$ cat src/rtl/game_control_grid.sv
// game_control_grid
//   Top-level sequencer for an N x N sliding-tile (2048) board. Edge-detects
//   one-hot direction presses, runs req/ack handshakes with an external move
//   unit and spawn unit, skips the spawn when a move changes nothing, and
//   reports win/lose from the current board.
//
//   Ports
//     clock, reset        rising-edge clock, synchronous active-high reset
//     start               new-game request (level), honoured in IDLE/WAIT/END
//     direction[3:0]      one-hot key: 0001 left, 0010 right, 0100 down, 1000 up
//     board_in            current board, cell 0 (top-left) in the MSBs
//     mv_req/mv_dir       move request and direction (00 L, 01 R, 10 D, 11 U)
//     mv_ack/mv_board     move done, board after slide/merge
//     sp_req              spawn request
//     sp_ack/sp_board     spawn done, board with one new tile
//     board_out/update    board to load and its 1-cycle load strobe
//     endstatus[1:0]      00 playing, 01 win, 10 lose
//     state[2:0]          FSM state for debug
//
//   All outputs are registered: board_out/update show up the cycle after the
//   state that decided them, alongside the state that follows it.
//
//   state | meaning
//   IDLE  | after reset, waiting for start
//   CLEAR | load an empty board, arm the initial spawns
//   SPAWN | request one tile from the spawn unit
//   WAIT  | game running, waiting for a key press
//   MOVE  | move request outstanding
//   CHECK | compare moved board with current board
//   END   | game over, waiting for start
module game_control_grid #(
  parameter int N       = 4,
  parameter int CELL_W  = 4,
  parameter int WIN_EXP = 11,
  parameter int INIT_N  = 2
) (
  input  logic                  clock,
  input  logic                  reset,
  input  logic                  start,
  input  logic [3:0]            direction,
  input  logic [N*N*CELL_W-1:0] board_in,
  output logic                  mv_req,
  output logic [1:0]            mv_dir,
  input  logic                  mv_ack,
  input  logic [N*N*CELL_W-1:0] mv_board,
  output logic                  sp_req,
  input  logic                  sp_ack,
  input  logic [N*N*CELL_W-1:0] sp_board,
  output logic [N*N*CELL_W-1:0] board_out,
  output logic                  update,
  output logic [1:0]            endstatus,
  output logic [2:0]            state
);

  localparam int CNT_W = $clog2(N*N+1);
  localparam logic [CELL_W-1:0] WIN_CODE = CELL_W'(WIN_EXP);

  typedef enum logic [2:0] {
    S_IDLE  = 3'd0,
    S_CLEAR = 3'd1,
    S_SPAWN = 3'd2,
    S_WAIT  = 3'd3,
    S_MOVE  = 3'd4,
    S_CHECK = 3'd5,
    S_END   = 3'd6
  } state_t;

  state_t                  state_q, state_d;
  logic                    mv_req_q, mv_req_d;
  logic [1:0]              mv_dir_q, mv_dir_d;
  logic                    sp_req_q, sp_req_d;
  logic [N*N*CELL_W-1:0]   board_out_q, board_out_d;
  logic                    update_q, update_d;
  logic [1:0]              endstatus_q, endstatus_d;
  logic [CNT_W-1:0]        cnt_q, cnt_d;
  logic                    init_q, init_d;
  logic [N*N*CELL_W-1:0]   moved_q, moved_d;
  logic [3:0]              dir_prev_q;

  logic [CELL_W-1:0] cells [N*N];
  logic              win, full, pair;
  logic              press;
  logic [1:0]        press_dir;

  // Board judgement. Horizontal neighbours must not wrap across row ends.
  always_comb begin
    win  = 1'b0;
    full = 1'b1;
    pair = 1'b0;
    for (int i = 0; i < N*N; i++) begin
      cells[i] = board_in[(N*N-1-i)*CELL_W +: CELL_W];
    end
    for (int i = 0; i < N*N; i++) begin
      if (cells[i] == WIN_CODE) win = 1'b1;
      if (cells[i] == '0) full = 1'b0;
    end
    for (int i = 0; i < N*N-1; i++) begin
      if ((i % N) != N-1 && cells[i] == cells[i+1]) pair = 1'b1;
    end
    for (int i = 0; i < N*N-N; i++) begin
      if (cells[i] == cells[i+N]) pair = 1'b1;
    end
    if (state_q == S_CLEAR) endstatus_d = 2'b00;
    else if (win)           endstatus_d = 2'b01;
    else if (full && !pair) endstatus_d = 2'b10;
    else                    endstatus_d = 2'b00;
  end

  // A press is a clean one-hot key arriving after an all-released cycle.
  always_comb begin
    press     = (dir_prev_q == 4'b0000);
    press_dir = 2'b00;
    unique case (direction)
      4'b0001: press_dir = 2'b00;
      4'b0010: press_dir = 2'b01;
      4'b0100: press_dir = 2'b10;
      4'b1000: press_dir = 2'b11;
      default: press     = 1'b0;
    endcase
  end

  always_comb begin
    state_d     = state_q;
    mv_req_d    = mv_req_q;
    mv_dir_d    = mv_dir_q;
    sp_req_d    = sp_req_q;
    board_out_d = board_out_q;
    update_d    = 1'b0;
    cnt_d       = cnt_q;
    init_d      = init_q;
    moved_d     = moved_q;
    unique case (state_q)
      S_IDLE: if (start) state_d = S_CLEAR;
      S_CLEAR: begin
        board_out_d = '0;
        update_d    = 1'b1;
        cnt_d       = '0;
        init_d      = 1'b1;
        state_d     = S_SPAWN;
      end
      S_SPAWN: begin
        // Request drops for one cycle between back-to-back initial spawns.
        if (!sp_req_q) begin
          sp_req_d = 1'b1;
        end else if (sp_ack) begin
          board_out_d = sp_board;
          update_d    = 1'b1;
          sp_req_d    = 1'b0;
          if (init_q && (int'(cnt_q) + 1 < INIT_N)) begin
            cnt_d = cnt_q + CNT_W'(1);
          end else begin
            init_d  = 1'b0;
            state_d = S_WAIT;
          end
        end
      end
      S_WAIT: begin
        if (start)                    state_d = S_CLEAR;
        else if (endstatus_q != 2'b00) state_d = S_END;
        else if (press) begin
          mv_req_d = 1'b1;
          mv_dir_d = press_dir;
          state_d  = S_MOVE;
        end
      end
      S_MOVE: begin
        if (mv_req_q && mv_ack) begin
          moved_d  = mv_board;
          mv_req_d = 1'b0;
          state_d  = S_CHECK;
        end
      end
      S_CHECK: begin
        if (moved_q == board_in) begin
          state_d = S_WAIT;
        end else begin
          board_out_d = moved_q;
          update_d    = 1'b1;
          cnt_d       = '0;
          init_d      = 1'b0;
          state_d     = S_SPAWN;
        end
      end
      S_END: if (start) state_d = S_CLEAR;
      default: state_d = S_IDLE;
    endcase
  end

  always_ff @(posedge clock) begin
    if (reset) begin
      state_q     <= S_IDLE;
      mv_req_q    <= 1'b0;
      mv_dir_q    <= 2'b00;
      sp_req_q    <= 1'b0;
      board_out_q <= '0;
      update_q    <= 1'b0;
      endstatus_q <= 2'b00;
      cnt_q       <= '0;
      init_q      <= 1'b0;
      moved_q     <= '0;
      dir_prev_q  <= 4'b0000;
    end else begin
      state_q     <= state_d;
      mv_req_q    <= mv_req_d;
      mv_dir_q    <= mv_dir_d;
      sp_req_q    <= sp_req_d;
      board_out_q <= board_out_d;
      update_q    <= update_d;
      endstatus_q <= endstatus_d;
      cnt_q       <= cnt_d;
      init_q      <= init_d;
      moved_q     <= moved_d;
      dir_prev_q  <= direction;
    end
  end

  assign mv_req    = mv_req_q;
  assign mv_dir    = mv_dir_q;
  assign sp_req    = sp_req_q;
  assign board_out = board_out_q;
  assign update    = update_q;
  assign endstatus = endstatus_q;
  assign state     = state_q;

endmodule

$ cat config.mk
export PLATFORM = sky130hd
export DESIGN_NAME = game_control_grid
export DESIGN_NICKNAME = d
export VERILOG_FILES = /design/src/rtl/game_control_grid.sv
export SDC_FILE = /design/constraint.sdc
export NUM_CORES = 1
export LEC_CHECK = 0
export ABC_AREA = 1
export CAP_MARGIN = 20
export CORE_ASPECT_RATIO = 1.25
export CORE_MARGIN = 5
export CORE_UTILIZATION = 45
export DETAILED_ROUTE_END_ITERATION = 8
export PLACE_DENSITY = 0.77
export SLEW_MARGIN = 5
export SYNTH_ARGS = -nofsm -noshare
export SYNTH_HDL_FRONTEND = slang
export SYNTH_SLANG_ARGS = --single-unit
$ cat constraint.sdc
create_clock -name clock -period 2 [get_ports clock]
set_input_delay 0.5 -clock clock [delete_from_list [all_inputs] [get_ports clock]]
set_output_delay 0.5 -clock clock [all_outputs]
set_load 0.02 [all_outputs]
### Yosys cells after proc, flatten, opt, wreduce, memory -nomap -nowiden

Cells that the tools add are included.

* flip-flop bits (word level): 148
* latch bits: 0
* memory bits (writable): 0
* bits in read-only memories: 0
* memories kept: 0

* $add $sub $neg: 2
* multipliers: 0
* div/mod/pow operators: 0
* $lt $le $gt $ge: 1
* equality and inequality tests: 62
* shifts and indexed selects: 0
* muxes and demuxes: 95
* bitwise gates (word level): 2
* reduce and logical (&&, ||, !) cells: 36

Operator list (number)
* $mux 64: 3
* $pmux 64 s3: 1
* $eq 4x4->1: 24
* $mux 1: 72
* $eq 4x4->1 const B: 17
* $logic_not 4->1: 17
* $eq 64x64->1: 1
* $mux 3: 8
* $mux 5: 4
* $ne 2x2->1 const B: 9
* $pmux 3 s6: 1
* $pmux 5 s3: 1
* $reduce_and 5->1: 3
* $eq 3x3->1 const B: 3
* $reduce_and 4->1: 2
* $add 5x1->6 const B: 1
* $eq 3x2->1 const B: 2
* $lt 6x2->1 const B: 1
* $pmux 1 s3: 2
* $pmux 2 s3: 1
* $reduce_and 6->1: 1
* $add 5x1->5 const B: 1
* $eq 4x1->1 const B: 1
* $eq 4x2->1 const B: 1
* other kinds (16): 21

### Depth between registers and ports, before layout

* depth in word-level cells: 29
* depth in mapped cells: 15
* mapped depth without buffers: 13

### Worst setup path after synthesis

No wires, ideal clock.

* path type: input -> register
* start point: input board_in[18]
* end point: register board_out_q[11], in the netlist board_out[11]
* setup time: 0.143 ns
* data arrival time: 1.711 ns
* data required time: 1.857 ns
* setup slack: 0.145 ns
* cell stages on the path: 14
* path buffers: 2
* cells stage by stage: buf_2 > inv_1 > nand2_1 > a21oi_1 > nand2_1 > nor2_1 > nand2_1 > nor2_2 > nand2_2 > nand2_4 > nand2_2 > buf_2 > nand2_1 > a21oi_2

* longest elaborated chain between the ends: 3

RTL lines
* start, declared: RTL line 41 `input logic [N*N*CELL_W-1:0] board_in,`
* $eq 64x64->1: RTL line 174 `if (moved_q == board_in) begin`
* $ne 2x2->1 (no line)
* $reduce_and 4->1 (no line)
* end signal, assigned: RTL line 207 `board_out_q <= board_out_d;`
* end, declared: RTL line 72 `logic [N*N*CELL_W-1:0] board_out_q, board_out_d;`

Every way passes these cells.
A chain may end at the register's enable or synchronous reset.

### Final worst setup path

* start point: register board_out_q[26], in the netlist board_out[26]
* end point: output board_out[26]

RTL lines
* end, declared: RTL line 49 `output logic [N*N*CELL_W-1:0] board_out,`

No word-level cell between the ends.

==> reports/metrics.csv <==
stage;metric;value;unit
run_status;status;complete, no violations;
clock_network;clkTransAtPathRegs;0.06;ns
die;coreArea;0.0207;mm2
logic_synthesis;synth_edf_count;0;
critical_path;critical_path_depth;1;
power;powerDensity;806;mW/mm2
critical_path;crit_type;register to output pin;
placement;port_buffers;274;
routing;route.met2.wl;17500;um
routing;top_layer_used;met4;
critical_path;endpoint;board_out[26];
routing;met3_length;1860;um
logic_synthesis;yosysSeqAreaShare;31.5;%
sta;slew_headroom;63.7;%
logic_synthesis;synthMuxAreaShare;0;%
logic_synthesis;ys.flop_type;dfxtp_1;
critical_path;cp_slowest_cell;clkdlybuf4s50_1;
critical_path;crit_family;buffers and inverters;
routing;antenna_left;0;
critical_path;path_cells;clkdlybuf4s50_1;
logic_synthesis;synthArstFlopShare;0;%
clock_network;cts_tree;done;
routing;wl_per_cell;17.0;um
placement;place_congestion;0.939;
sta;rsz0062_at_grt;yes;
critical_path;cp.arrival;1.45;ns
placement;detailed_place_hpwl;24200;um
layout;nets;1886;
sta;min_period;1.95;ns
sta;hold_viol_final;0;
critical_path;startpoint;board_out[26];
critical_path;start_kind;register;
logic_synthesis;ys_warn_count;0;
sta;maxSlewViolCount;0;
critical_path;reg2reg_depth;15;
logic_synthesis;yosysTopAreaCellShare;31.5;%
logic_synthesis;synth-adder-area-share;0.133;%
sta;finalSetupViolCount;0;
sta;finClkSkew;0.0103;ns
run;maxCapViolCount;0;
logic_synthesis;yosys-top-cells-count;318 x nand2_1, 148 x dfxtp_1, 144 x o21ai_0, 115 x inv_1, 88 x a21oi_1;
logic_synthesis;synth_compound_area_share;18.0;%
critical_path;cp-end-kind;output pin;
power;switching_share;38.4;%
die;die_w;139;um
layout;final_core_util;67.9;%
logic_synthesis;ys_seq_elements;148;
clock_network;cts.sinks;148;
critical_path;path_max_fanout;2;
clock_network;cts_buffer_depth;2;
layout;nFillCells;1769;
die;ioPinCount;275;
layout;syn2layout_area_growth;49.4;%
global_routing;first_global_vias;10000;
routing;num_vias;10300;
sta;tightest_slew;0.545;ns
critical_path;rrSetupSlack;0.05;ns
power;p_int;6.97;mW
logic_synthesis;synth.net_count;1551;
critical_path;reg2reg_to;board_out[15];
layout;layout-drive-gt1-share;22.8;%
global_routing;grt_use_total;25.9;%
global_routing;grt-ovfl-total;0;
routing;wl_met1;13200;um
power;pwr-share-seq;29.3;%
logic_synthesis;ys_types;33;
power;clkPwrFrac;28.1;%
logic_synthesis;ys_top_cells_by_area;dfxtp_1 32%, nand2_1 13%, o21ai_0 7.7%;
critical_path;cp_num_buf_inv;1;
sta;finalCritPeriodShare;97.6;%
clock_network;clk_latency;0.43;ns
logic_synthesis;synth_area_leader_cell;dfxtp_1;
power;power_switching;4.35;mW
clock_network;clock_tree.htree_level_count;4;
critical_path;critPathMaxStageDelay;0.64;ns
power;p_leak;5.56;nW
power;p_total;11.3;mW
routing;wl;33700;um
die;die_h;172;um
logic_synthesis;yosysMostFrequentCell;nand2_1;
sta;holdWs;0.465;ns
logic_synthesis;synth-xor-area-share;10.3;%
power;vdd_drop_max;0.000792;V
hold_path;hold_path_depth;2;
die;dieArea;0.0239;mm2
die;rows;59;
clock_network;cts_buffers;17;
logic_synthesis;synth_top_family_by_area;simple AND/OR/NAND/NOR gates;
hold_path;worst_hold_path_type;register to register;
routing;firstDrtPassIters;5;
critical_path;crit_required;1.50;ns
sta;max_freq;512;MHz
global_routing;antenna_found_initial;12;
routing;drtIter0Drc;610;
power;p_comb_share;42.7;%
die;initial_core_util;45.5;%
logic_synthesis;synth.cell_area;0.00940;mm2
logic_synthesis;yosys.area_share.simple;27.4;%
logic_synthesis;syn_area_per_cell;6.97;um2
routing;viasPerCell;5.20;
clock_network;root_buffer;clkbuf_16;
logic_synthesis;postSynthCellCount;1349;
global_routing;grt_max_degree;77;
global_routing;grt_pass1_wl;50300;um
routing;drc_errors;0;
critical_path;r2r_start;moved_q[38];
clock_network;postCtsHoldBufs;0;
[cell usage in the layout, fill, tap and decap left out, types with 5 or more instances in the layout]
cell / count
clkdlybuf4s50_1: 207
clkdlybuf4s15_1: 5
buf_4: 132
nand3_2: 50
buf_6: 6
nand2_2: 44
xnor2_1: 79
clkbuf_16: 22
dlygate4sd2_1: 59
o21ai_0: 144
diode_2: 13
nor2_1: 70
nand4_1: 48
xor2_1: 31
inv_2: 27
inv_1: 109
dfxtp_1: 143
nor2_2: 5
buf_12: 8
nand2_1: 265
dfxtp_2: 5
a21oi_1: 86
nand3_1: 35
nor4_1: 8
nand2_4: 11
a21oi_2: 52
[kinds of logic after synthesis]
group / Yosys count
XOR/XNOR: 110
AND/OR/NAND/NOR: 546
AO/OA/AOI/OAI: 294
adder cells (fa/ha/maj): 1
flip-flops: 148
buffers and inverters: 250
[how the worst min path moves through the flow]
stage / startpoint / end / slack, ns
finish: init_q / init_q / 0.46
global route: init_q / init_q / 0.49
CTS: init_q / init_q / 0.47
detailed placement: init_q / init_q / 0.46
global placement: init_q / init_q / 0.45
floorplan: init_q / init_q / 0.44
[final cells by class]
class | count | area [um2] | share of cell area (%)
antenna | 13 | 32.5 | 0.232
clock buffer | 19 | 453 | 3.23
clock inverter | 13 | 124 | 0.882
inverter | 138 | 519 | 3.70
multi-input combinational | 951 | 5480 | 39.0
sequential | 148 | 2970 | 21.1
tap | 274 | 343 | 2.44
timing repair buffer | 428 | 4120 | 29.4
[metrics by stage]
step | setup TNS [ns] | std cells | setup WS (ns) | instance area, um2
finish | 0 | 1984 | 0.0473 | 14000
global route | -1.79 | 1984 | -0.0477 | 14000
CTS | 0 | 1964 | 0.00410 | 13700
detailed placement | -40.44 | 1924 | -0.578 | 13000
global placement | -37.72 | 1924 | -0.535 | 13000
floorplan | 0 | 1349 | 0.145 | 9400
[power groups by stage]
stage          Combinational, mW  Sequential (mW)  Clock (mW)
2_1_floorplan               2.23             3.50           0
3_3_place_gp                3.77             3.37           0
3_5_place_dp                3.84             3.38           0
4_1_cts                     4.04             3.31        3.20
5_1_grt                     5.14             3.34        3.32
6_report                    4.83             3.32        3.18
[per-layer routing]
| metal | global-route usage, % | up-vias |
|---|---|---|
| li1 | - | 5039 |
| met1 | 29.9 | 4789 |
| met2 | 46.4 | 398 |
| met3 | 5.42 | 88 |
| met4 | 11.2 | 0 |
| met5 | 0 | - |
[worst register-to-register path: cells and delay by family (launching register included)]
kind,cells,cell delay [ns]
compound gates,1,0.05
flops,1,0.33
buf+inv,3,0.39
simple gates,11,1.06
[sequential cells by signal (all words and copies together), names as in the netlist]
| name | flops |
|---|---|
| endstatus | 2 |
| moved_q | 64 |
| update | 1 |
| board_out | 64 |
| dir_prev_q | 4 |
| cnt_q | 5 |
| mv_req | 1 |
| init_q | 1 |
| state | 3 |
| mv_dir | 2 |
| sp_req | 1 |
[timing repair]
item / in CTS / in global routing
resized for setup: 78 / 84
pin swaps: 14 / 16
setup buffers: 5 / 1
setup endpoints to repair: 69 / 66
gates cloned: 3 / 7
(Power assumes the default switching activity.)
